$ cat src/rtl/qpsk_tx_ctrl.sv
// QPSK transmit controller: loads polyphase filter coefficients, then drives
// phase/strobe/PRBS symbol bits to the filter with a tap-length flush on stop.
module qpsk_tx_ctrl #(
  parameter int unsigned OS     = 4,
  parameter int unsigned NTAPS  = 24,
  parameter logic [8:0]  SEED_I = 9'h1AA,
  parameter logic [8:0]  SEED_Q = 9'h1FE
) (
  input  logic                  clk,
  input  logic                  reset,
  input  logic                  i_enable,
  input  logic                  i_coef_valid,
  input  logic [7:0]            i_coef_data,
  output logic                  o_coef_ready,
  output logic                  o_coef_we,
  output logic [4:0]            o_coef_addr,
  output logic [7:0]            o_coef_data,
  output logic [$clog2(OS)-1:0] o_phase,
  output logic                  o_sym_stb,
  output logic                  o_bit_i,
  output logic                  o_bit_q,
  output logic                  o_filt_clr,
  output logic                  o_tx_valid,
  output logic [1:0]            o_state
);

  localparam int unsigned PW = $clog2(OS);
  localparam int unsigned FW = $clog2(NTAPS / OS + 1);
  localparam int unsigned AW = 5;
  localparam logic [PW-1:0] PH_LAST   = PW'(OS - 1);
  localparam logic [FW-1:0] FL_INIT   = FW'(NTAPS / OS);
  localparam logic [FW-1:0] FL_ONE    = FW'(1);
  localparam logic [AW-1:0] ADDR_LAST = AW'(NTAPS - 1);

  typedef enum logic [1:0] {
    ST_IDLE  = 2'd0,
    ST_LOAD  = 2'd1,
    ST_RUN   = 2'd2,
    ST_FLUSH = 2'd3
  } state_t;

  state_t        r_state, w_state_nxt;
  logic [PW-1:0] r_phase, w_phase_nxt;
  logic [FW-1:0] r_flush, w_flush_nxt;
  logic [AW-1:0] r_addr, w_addr_nxt;
  logic [8:0]    r_prbs_i, w_prbs_i_nxt;
  logic [8:0]    r_prbs_q, w_prbs_q_nxt;
  logic          r_coef_we, w_coef_we_nxt;
  logic [AW-1:0] r_coef_addr, w_coef_addr_nxt;
  logic [7:0]    r_coef_data, w_coef_data_nxt;
  logic          r_filt_clr, w_filt_clr_nxt;
  logic          r_tx_valid, w_tx_valid_nxt;
  logic          w_active;
  logic          w_sym_stb;
  logic          w_coef_ready;

  function automatic logic [8:0] prbs_step(input logic [8:0] s);
    return {s[7:0], s[8] ^ s[4]};
  endfunction

  assign w_active     = (r_state == ST_RUN) || (r_state == ST_FLUSH);
  assign w_sym_stb    = w_active && (r_phase == PH_LAST);
  assign w_coef_ready = (r_state == ST_IDLE) || (r_state == ST_LOAD);

  // Next-state and registered-output decode
  always_comb begin
    w_state_nxt     = r_state;
    w_phase_nxt     = r_phase;
    w_flush_nxt     = r_flush;
    w_addr_nxt      = r_addr;
    w_prbs_i_nxt    = r_prbs_i;
    w_prbs_q_nxt    = r_prbs_q;
    w_coef_we_nxt   = 1'b0;
    w_coef_addr_nxt = r_coef_addr;
    w_coef_data_nxt = r_coef_data;

    case (r_state)
      ST_IDLE, ST_LOAD: begin
        w_phase_nxt = '0;
        if (i_coef_valid) begin
          w_coef_we_nxt   = 1'b1;
          w_coef_addr_nxt = r_addr;
          w_coef_data_nxt = i_coef_data;
          if (r_addr == ADDR_LAST) begin
            w_addr_nxt  = '0;
            w_state_nxt = ST_IDLE;
          end else begin
            w_addr_nxt  = r_addr + AW'(1);
            w_state_nxt = ST_LOAD;
          end
        end else if ((r_state == ST_IDLE) && i_enable) begin
          w_state_nxt  = ST_RUN;
          w_prbs_i_nxt = SEED_I;
          w_prbs_q_nxt = SEED_Q;
        end
      end
      default: begin
        w_phase_nxt = r_phase + PW'(1);
        if (w_sym_stb) begin
          w_prbs_i_nxt = prbs_step(r_prbs_i);
          w_prbs_q_nxt = prbs_step(r_prbs_q);
          if (r_state == ST_RUN) begin
            if (!i_enable) begin
              w_state_nxt = ST_FLUSH;
              w_flush_nxt = FL_INIT;
            end
          end else if (i_enable) begin
            w_state_nxt = ST_RUN;
            w_flush_nxt = '0;
          end else if (r_flush == FL_ONE) begin
            w_state_nxt = ST_IDLE;
            w_flush_nxt = '0;
          end else begin
            w_flush_nxt = r_flush - FW'(1);
          end
        end
      end
    endcase

    w_tx_valid_nxt = (w_state_nxt == ST_RUN) || (w_state_nxt == ST_FLUSH);
    w_filt_clr_nxt = !w_tx_valid_nxt;
  end

  always_ff @(posedge clk) begin
    if (reset) begin
      r_state     <= ST_IDLE;
      r_phase     <= '0;
      r_flush     <= '0;
      r_addr      <= '0;
      r_prbs_i    <= SEED_I;
      r_prbs_q    <= SEED_Q;
      r_coef_we   <= 1'b0;
      r_coef_addr <= '0;
      r_coef_data <= '0;
      r_filt_clr  <= 1'b1;
      r_tx_valid  <= 1'b0;
    end else begin
      r_state     <= w_state_nxt;
      r_phase     <= w_phase_nxt;
      r_flush     <= w_flush_nxt;
      r_addr      <= w_addr_nxt;
      r_prbs_i    <= w_prbs_i_nxt;
      r_prbs_q    <= w_prbs_q_nxt;
      r_coef_we   <= w_coef_we_nxt;
      r_coef_addr <= w_coef_addr_nxt;
      r_coef_data <= w_coef_data_nxt;
      r_filt_clr  <= w_filt_clr_nxt;
      r_tx_valid  <= w_tx_valid_nxt;
    end
  end

  assign o_coef_ready = w_coef_ready;
  assign o_coef_we    = r_coef_we;
  assign o_coef_addr  = r_coef_addr;
  assign o_coef_data  = r_coef_data;
  assign o_phase      = r_phase;
  assign o_sym_stb    = w_sym_stb;
  assign o_bit_i      = r_prbs_i[8];
  assign o_bit_q      = r_prbs_q[8];
  assign o_filt_clr   = r_filt_clr;
  assign o_tx_valid   = r_tx_valid;
  assign o_state      = r_state;

endmodule

$ cat config.mk
export PLATFORM = sky130hd
export DESIGN_NAME = qpsk_tx_ctrl
export DESIGN_NICKNAME = d
export VERILOG_FILES = /design/src/rtl/qpsk_tx_ctrl.sv
export SDC_FILE = /design/constraint.sdc
export NUM_CORES = 1
export LEC_CHECK = 0
export CORE_MARGIN = 3
export CORE_UTILIZATION = 50
export DETAILED_ROUTE_END_ITERATION = 8
export PLACE_DENSITY = 0.78
export SKIP_LAST_GASP = 1
export SLEW_MARGIN = 20
export SYNTH_ARGS = -nofsm -noshare
export SYNTH_HDL_FRONTEND = slang
export SYNTH_SLANG_ARGS = --single-unit
$ cat constraint.sdc
create_clock -name clk -period 2.19 [get_ports clk]
set_clock_uncertainty 0.05 [all_clocks]
set_input_delay 0.3285 -clock clk [delete_from_list [all_inputs] [get_ports clk]]
set_output_delay 0.3285 -clock clk [all_outputs]
set_load 0.03 [all_outputs]
# Word level (Yosys, flattened, before mapping)
# Cells that the tools add are included.
# classes
n_addsub	3
eq_ne	11
muxes	23
n_bitwise	3
reduce_logical	14
# op_table
operator	count
two-way mux 9 bit	8
two-way mux 2 bit	8
two-way mux 3 bit	4
== test 2 bit, second input constant	5
!= test 2 bit, second input constant	3
AND reduction 3 bit	2
adder 5 x 1 -> 5 bit, second input constant	1
== test 5 bit, second input constant	1
two-way mux 5 bit	1
OR reduction 2 bit	2
== test 3 x 1 -> 1 bit, second input constant	1
logical OR 1 bit	3
OR reduction 3 bit	1
subtractor 3 x 1 -> 3 bit, second input constant	1
adder 2 x 1 -> 2 bit, second input constant	1
== test 2 x 1 -> 1 bit, second input constant	1
logical AND 1 bit	2
zero test 2 bit	1
two-way mux 1 bit	2
AND reduction 2 bit	1
nonzero test 2 bit	1
XOR 1 bit	2
zero test 1 bit	1
NOT 1 bit	1
# word_totals
reg_bits	46
inputBits	12

# Logic depth before layout (Yosys ltp)
# Gate-level depths: netlist of run 1.
# logic_depth
ltp_word	9
ltp_mapped	6

# Worst setup path after synthesis of run 1
# OpenSTA, ideal clock, no wires.
# synth_timing
kind	register -> output
from	register r_phase[0], in the netlist o_phase[0]
to	output o_sym_stb
arrival_time_ps	1470
setup_slack_ps	341
path_stages_with_launch	5
n_path_buf	1
path_cell_list	dfxtp_1 ha_1 nand2_2 inv_2 clkbuf_1
# synth_via
elab_chain_len	2
# synth_rtl
item	line	rtl
start, declared	43	logic [PW-1:0] r_phase, w_phase_nxt;
start signal, assigned	139	r_phase <= w_phase_nxt;
== test 2 bit	62	assign w_sym_stb = w_active && (r_phase == PH_LAST);
logical AND 1 bit	62	
end, declared	19	output logic o_sym_stb,
# No other way between the ends.

# Worst setup path after layout of run 1
# layout_timing
from	register r_state[1], in the netlist o_state[1]
to	output o_coef_ready
# layout_via
elab_chain_len	2
elab_cells_between_ends	3
# layout_rtl
item	line	rtl
start, declared	42	state_t r_state, w_state_nxt;
start signal, assigned	138	r_state <= w_state_nxt;
== test 2 x 1 -> 1 bit / zero test 2 bit (equally long branches)	63	assign w_coef_ready = (r_state == ST_IDLE) || (r_state == ST_LOAD);
logical OR 1 bit *	63	
end, declared	14	output logic o_coef_ready,
# Every way passes the cells marked *; elsewhere a longest branch is shown, timed or not.

==> impl_results.md, run 1 <==
- Register area share after synthesis: 51.87%
- Relative slew slack: 64.48%
- IO Port Bufs: 35
- Most frequent cells in the layout: dfxtp_1 (46), clkdlybuf4s50_1 (34), nand2_1 (31), a21oi_1 (23), nor3_1 (11)
- Cell total after placement: 269
- Syn Nets: 210
- Multi-input logic area: 765.7 um2
- Storage cell area: 920.9 um2
- Drt total wl: 3537 um
- Mean area per synthesized cell: 9.152 um2
- Mapped Cells: 194
- HPWL Detailed: 2601 um
- Final Setup Violations: 0
- Cell area after synthesis: 1775 um2
- Die Span Y: 65.59 um
- Clock Latency Late Sink: 0.34 ns
- Die X: 65.59 um
- Reg clk slew, reported paths: 0.12 ns
- Number of global-route vias before repair: 1352
- Async SR Flop Fraction: 0%
- Placer Congestion: 0.7839
- # diodes: 0
- Core ar.: 3390 um2
- Area delta synth->final: 24.67%
- PwrDens: 642.5 nW/um2
- Layout net count: 246
- Commonest non-fill, non-tap cell in the layout: dfxtp_1
- Status: complete, no violations
- First-pass GRT wire length: 5899 um
- Top Ports: 36
- Longest Clk Path Bufs: 2
- CP Data Required Time: 1.81 ns
- Via count: 1476
- Pre-CTS WS: 0.2491 ns
- Total clock sinks: 46
- Crit path time final: 2.042 ns
- Top cell type's share of synthesized area: 51.87%
- Root buffer cell: clkbuf_4
- Setup_tns: 0 ns
- Hold slack: 0.4115 ns
- Die Area: 4302 um2
- Final std cells w/o fill: 276
- Measured slew at the worst slew-check pin: 0.5287 ns
- Remaining DRCs: 0
- Rows: 21
- Cts bufs inserted: 5
- FF+latch count, synth: 46
- Crit path max fanout: 9
- Crit path kind: reg -> out
- Fin. max-slew vios: 0
- Overflow after GRT: 0
- Setup WS post-layout: 0.1476 ns
- Initial DRT Pass Iterations: 6
- Fillers: 278
- Dominant synthesized flop cell: dfxtp_1
- Number of synthesized flops with an enable pin: 0
- Drt via density: 5.348
- Startpoint Class: register
- Largest net degree at the start of global routing: 30
- Leak Pwr: 0.0008065 uW
- RSZ-0062 raised after global routing: false
- Routed Antenna Nets: 0
- DR WL/cell: 12.82 um
- Initial core utilization: 52.38%
- Setup bufs post-CTS: 0
- Fmax: 489.6 MHz
- Crit. End Element: primary output
- DRT iter0 DRCs: 60
- Synth area leader: dfxtp_1
- Worst VDD drop: 0.0004786 V
- Ranking of synthesized cells by area: dfxtp_1 (52%), nand2_1 (6.6%), a21oi_1 (6.5%)
- Period utilization: 93.26%
- TritonCTS clock tree: yes
- Yosys warns: 0
- Htree depth: 2
- Layout cell share with drive strength beyond 1: 6.957%
- Initial antenna violation count: 0
- Total Routing Usage GR: 17.61%
- Max-cap violations: 0
- Yosys cell types: 36
- Hold Vio Cnt, Final: 0
- Arr. time, crit path: 1.66 ns
- Hold Path Class: reg -> reg
-- critical path, cell delays in order, from the launching register on --
cell,delay [ns]
dfxtp_1,0.52
inv_1,0.18
clkdlybuf4s50_1,0.63
-- path summary, 6_finish.rpt --
kind                                      from              to  slack [ns]  cells after the start
worst max-delay path                o_state[1]    o_coef_ready        0.15                      2
worst min-delay path            o_coef_addr[3]  o_coef_addr[3]        0.41                      2
worst max register to register      o_phase[0]     r_prbs_q[1]        0.32                      6
worst min register to register  o_coef_addr[3]  o_coef_addr[3]        0.41                      2
-- kinds of logic after synthesis --
| family | Yosys count | share of synthesized area (%) |
|---|---|---|
| AO/OA/AOI/OAI | 49 | 18.18 |
| XOR/XNOR | 3 | 1.480 |
| adder cells (fa/ha/maj) | 4 | 2.819 |
| buffers and inverters | 19 | 5.003 |
| flip-flops | 46 | 51.87 |
| multiplexers | 1 | 0.5638 |
| AND/OR/NAND/NOR | 72 | 20.08 |
-- final cells by class --
type,count,share of cell area (%)
well taps,46,2.600
multi-input cells,129,34.60
inverters,6,1.018
repair buffers,42,18.15
clock buffers,7,2.035
flip-flops and latches,46,41.61
-- stage by stage --
stage / area (um2) / power (uW) / util, %
5_1_grt: 2213 / 1486 / 65.30
3_5_place_dp: 2170 / 1084 / 64.01
3_3_place_gp: 2170 / 1078 / 64.01
2_1_floorplan: 1775 / 1006 / -
6_report: 2213 / 1422 / 65.30
4_1_cts: 2213 / 1439 / 65.30
-- state kept, by name, indices dropped and copies added, names as in the netlist --
| signal | flops |
|---|---|
| o_tx_valid | 1 |
| r_flush | 3 |
| o_filt_clr | 1 |
| o_coef_data | 8 |
| o_state | 2 |
| o_coef_we | 1 |
| o_coef_addr | 5 |
| r_prbs_i | 9 |
| o_phase | 2 |
| r_addr | 5 |
| r_prbs_q | 9 |
-- what timing repair did --
action                                  CTS  global route
endpoints found under the setup margin    1             0
resized for setup                         1             0
hold buffers                              0             0
-- routing by layer --
metal	vias up	GRT usage (%)	wire length (um)
li1	756	-	-
met1	680	22.56	1631
met2	38	27.69	1721
met3	2	3.761	154
met4	0	9.326	29
met5	-	0	0
-- power by group --
group          total, uW  internal [uW]  leakage (uW)  switching, uW
sequential           876            858      0.000374           18.4
combinational        188           82.0      0.000407            106
clock                358            122     0.0000254            236
total               1420           1060      0.000806            361
-- synthesized netlist by cell type, types with 3 or more instances --
master	number
inv_1	5
o22a_1	6
nand2_1	31
nand3_1	3
nor3_1	11
a21oi_1	23
clkbuf_1	9
nor2b_1	3
xor2_1	3
a22o_1	5
nand2b_1	4
a31oi_1	4
nor2_1	9
dfxtp_1	46
ha_1	4
No activity file was read; power rests on OpenSTA's default activity.
==> run 2, diff against run 1 <==
ABC_CLOCK_PERIOD_IN_PS = 2190   (was default)
CORE_UTILIZATION = 40   (was 50)
PLACE_DENSITY = default   (was 0.78)
==> impl_results.md, run 2 (same netlist as run 1, synthesis figures left out) <==
- DRT iter0 DRCs: 45 (-25%)
- Reg2reg start: o_phase[0]
- Status: complete, no violations
- Fin. max-slew vios: 0 (unchanged)
- Number of global-route vias before repair: 1438 (+6.4%)
- Crit path kind: reg -> out
- Layout cell share with drive strength beyond 1: 6.140% (-0.82 points)
- CTS resizes: 1 (unchanged)
- Core ar.: 4144 um2 (+22%)
- Relative slew slack: 65.36% (+0.88 points)
- Root buffer cell: clkbuf_8
- Cts bufs inserted: 5 (unchanged)
- WHS Path Cells: 2 (unchanged)
- Total clock sinks: 46 (unchanged)
- Setup_tns: 0 ns (unchanged)
- IO Port Bufs: 35 (unchanged)
- First-pass GRT wire length: 6361 um (+7.8%)
- Area post-placement: 2172 um2 (+0.12%)
- Measured slew at the worst slew-check pin: 0.5156 ns (-0.01304 ns)
- Initial antenna violation count: 0 (unchanged)
- Final Setup Violations: 0 (unchanged)
- Remaining DRCs: 0 (unchanged)
- Overflow after GRT: 0 (unchanged)
- PwrDens: 683.2 nW/um2 (+6.3%)
- Die Span Y: 72.63 um (+11%)
- Worst VDD drop: 0.0003461 V (-28%)
- Rows: 23 (+9.5%)
- Commonest non-fill, non-tap cell in the layout: dfxtp_1
- Longest Clk Path Bufs: 2 (unchanged)
- Arr. time, crit path: 1.61 ns (-0.05 ns)
- Crit path time final: 1.984 ns (-0.05805 ns)
- Routed Antenna Nets: 0 (unchanged)
- Hold Path Class: reg -> reg
- Total Routing Usage GR: 15.14% (-2.5 points)
- Drt via density: 5.277 (-1.3%)
- Hold Path End: o_coef_addr[0]
- Hold-fix buffers, CTS: 0 (unchanged)
- R2R cell count: 6 (unchanged)
- Reg2Reg Setup Slack: 0.33 ns (about the same)
- Via count: 1467 (-0.61%)
- Reg clk slew, reported paths: 0.08 ns (-0.04 ns)
- Initial DRT Pass Iterations: 4 (-2)
- Period utilization: 90.61% (-2.7 points)
- Die X: 72.63 um (+11%)
- # diodes: 0 (unchanged)
- RSZ-0062 raised after global routing: false
- Top Ports: 36 (unchanged)
- Clock Latency Late Sink: 0.28 ns (-0.06 ns)
- Leak Pwr: 0.0008143 uW (+0.97%)
- Hold wc startpoint: o_coef_addr[0]
- Final Instance Area: 2247 um2 (+1.5%)
- Fmax: 503.9 MHz (+2.9%)
- Initial core utilization: 42.84% (-9.5 points)
- Die Area: 5274 um2 (+23%)
- HPWL Detailed: 2710 um (+4.2%)
- Area delta synth->final: 26.57%
- Crit. End Element: primary output
- Max-cap violations: 0 (unchanged)
- CP Data Required Time: 1.81 ns (about the same)
- Most frequent cells in the layout: dfxtp_1 (46), clkdlybuf4s50_1 (34), nand2_1 (31), a21oi_1 (23), nor3_1 (11)
- Placer Congestion: 0.7876 (+0.47%)
- Drt total wl: 3835 um (+8.4%)
- Largest net degree at the start of global routing: 44 (+47%)
- Hold Vio Cnt, Final: 0 (unchanged)
- Layout net count: 244 (-0.81%)
- Reg-to-reg endpoint: r_prbs_i[7]
- Setup bufs post-CTS: 0 (unchanged)
- Crit path max fanout: 9 (unchanged)
- TritonCTS clock tree: yes
- DR WL/cell: 13.79 um (+7.6%)
- Htree depth: 2 (unchanged)
- Startpoint Class: register
[run 2: cell types whose count changed in the layout (fill, tap and decap cells not counted), sizes merged]
cell / previous run / this run
buf: 7 / 5
[run 2: cell type report]
| class | instances | area, um2 |
|---|---|---|
| clock buffers | 7 | 76.32 |
| well taps | 50 | 62.56 |
| flip-flops and latches | 46 | 920.9 |
| repair buffers | 40 | 399.1 |
| multi-input cells | 129 | 765.7 |
| fillers | 389 | 1897 |
| inverters | 6 | 22.52 |
[run 2: metal layers]
metal  up-vias  track usage, %  part of all wire, %
li1        743               -                    -
met1       689           19.42                   48
met2        26           23.85                   46
met3         9           4.270                  4.3
met4         0           6.352                  1.8
met5         -               0                    0
[run 2: worst max path at each step]
stage | slack [ns] | startpoint | to
2_1_floorplan | 0.34 | o_phase[0] | o_sym_stb
3_3_place_gp | 0.34 | o_phase[0] | o_sym_stb
3_5_place_dp | 0.28 | i_coef_valid | r_prbs_i[4]
4_1_cts | 0.19 | o_state[1] | o_coef_ready
5_1_grt | 0.12 | o_state[1] | o_coef_ready
6_report | 0.21 | o_state[1] | o_coef_ready
[run 2: where the power goes]
group          internal (uW)  switching (uW)
logic                   81.7             107
registers                857            18.0
clock network            220             252
total                   1160             376
[run 2: critical path, stage by stage, from the launching register on]
cell             delay (ns)
dfxtp_1                0.40
inv_1                  0.21
clkdlybuf4s50_1        0.72
[run 2: through the flow]
step | std cells | total power (uW) | hold WS (ns) | setup WS (ns) | utilization (%)
6_report | 278 | 1535 | 0.4031 | 0.2057 | 54.23
5_1_grt | 278 | 1615 | 0.4171 | 0.1164 | 54.23
4_1_cts | 278 | 1561 | 0.4089 | 0.1923 | 54.23
3_5_place_dp | 271 | 1085 | 0.3975 | 0.2771 | 52.42
3_3_place_gp | 271 | 1080 | 0.3882 | 0.3360 | 52.42
2_1_floorplan | 194 | 1006 | 0.3869 | 0.3412 | -
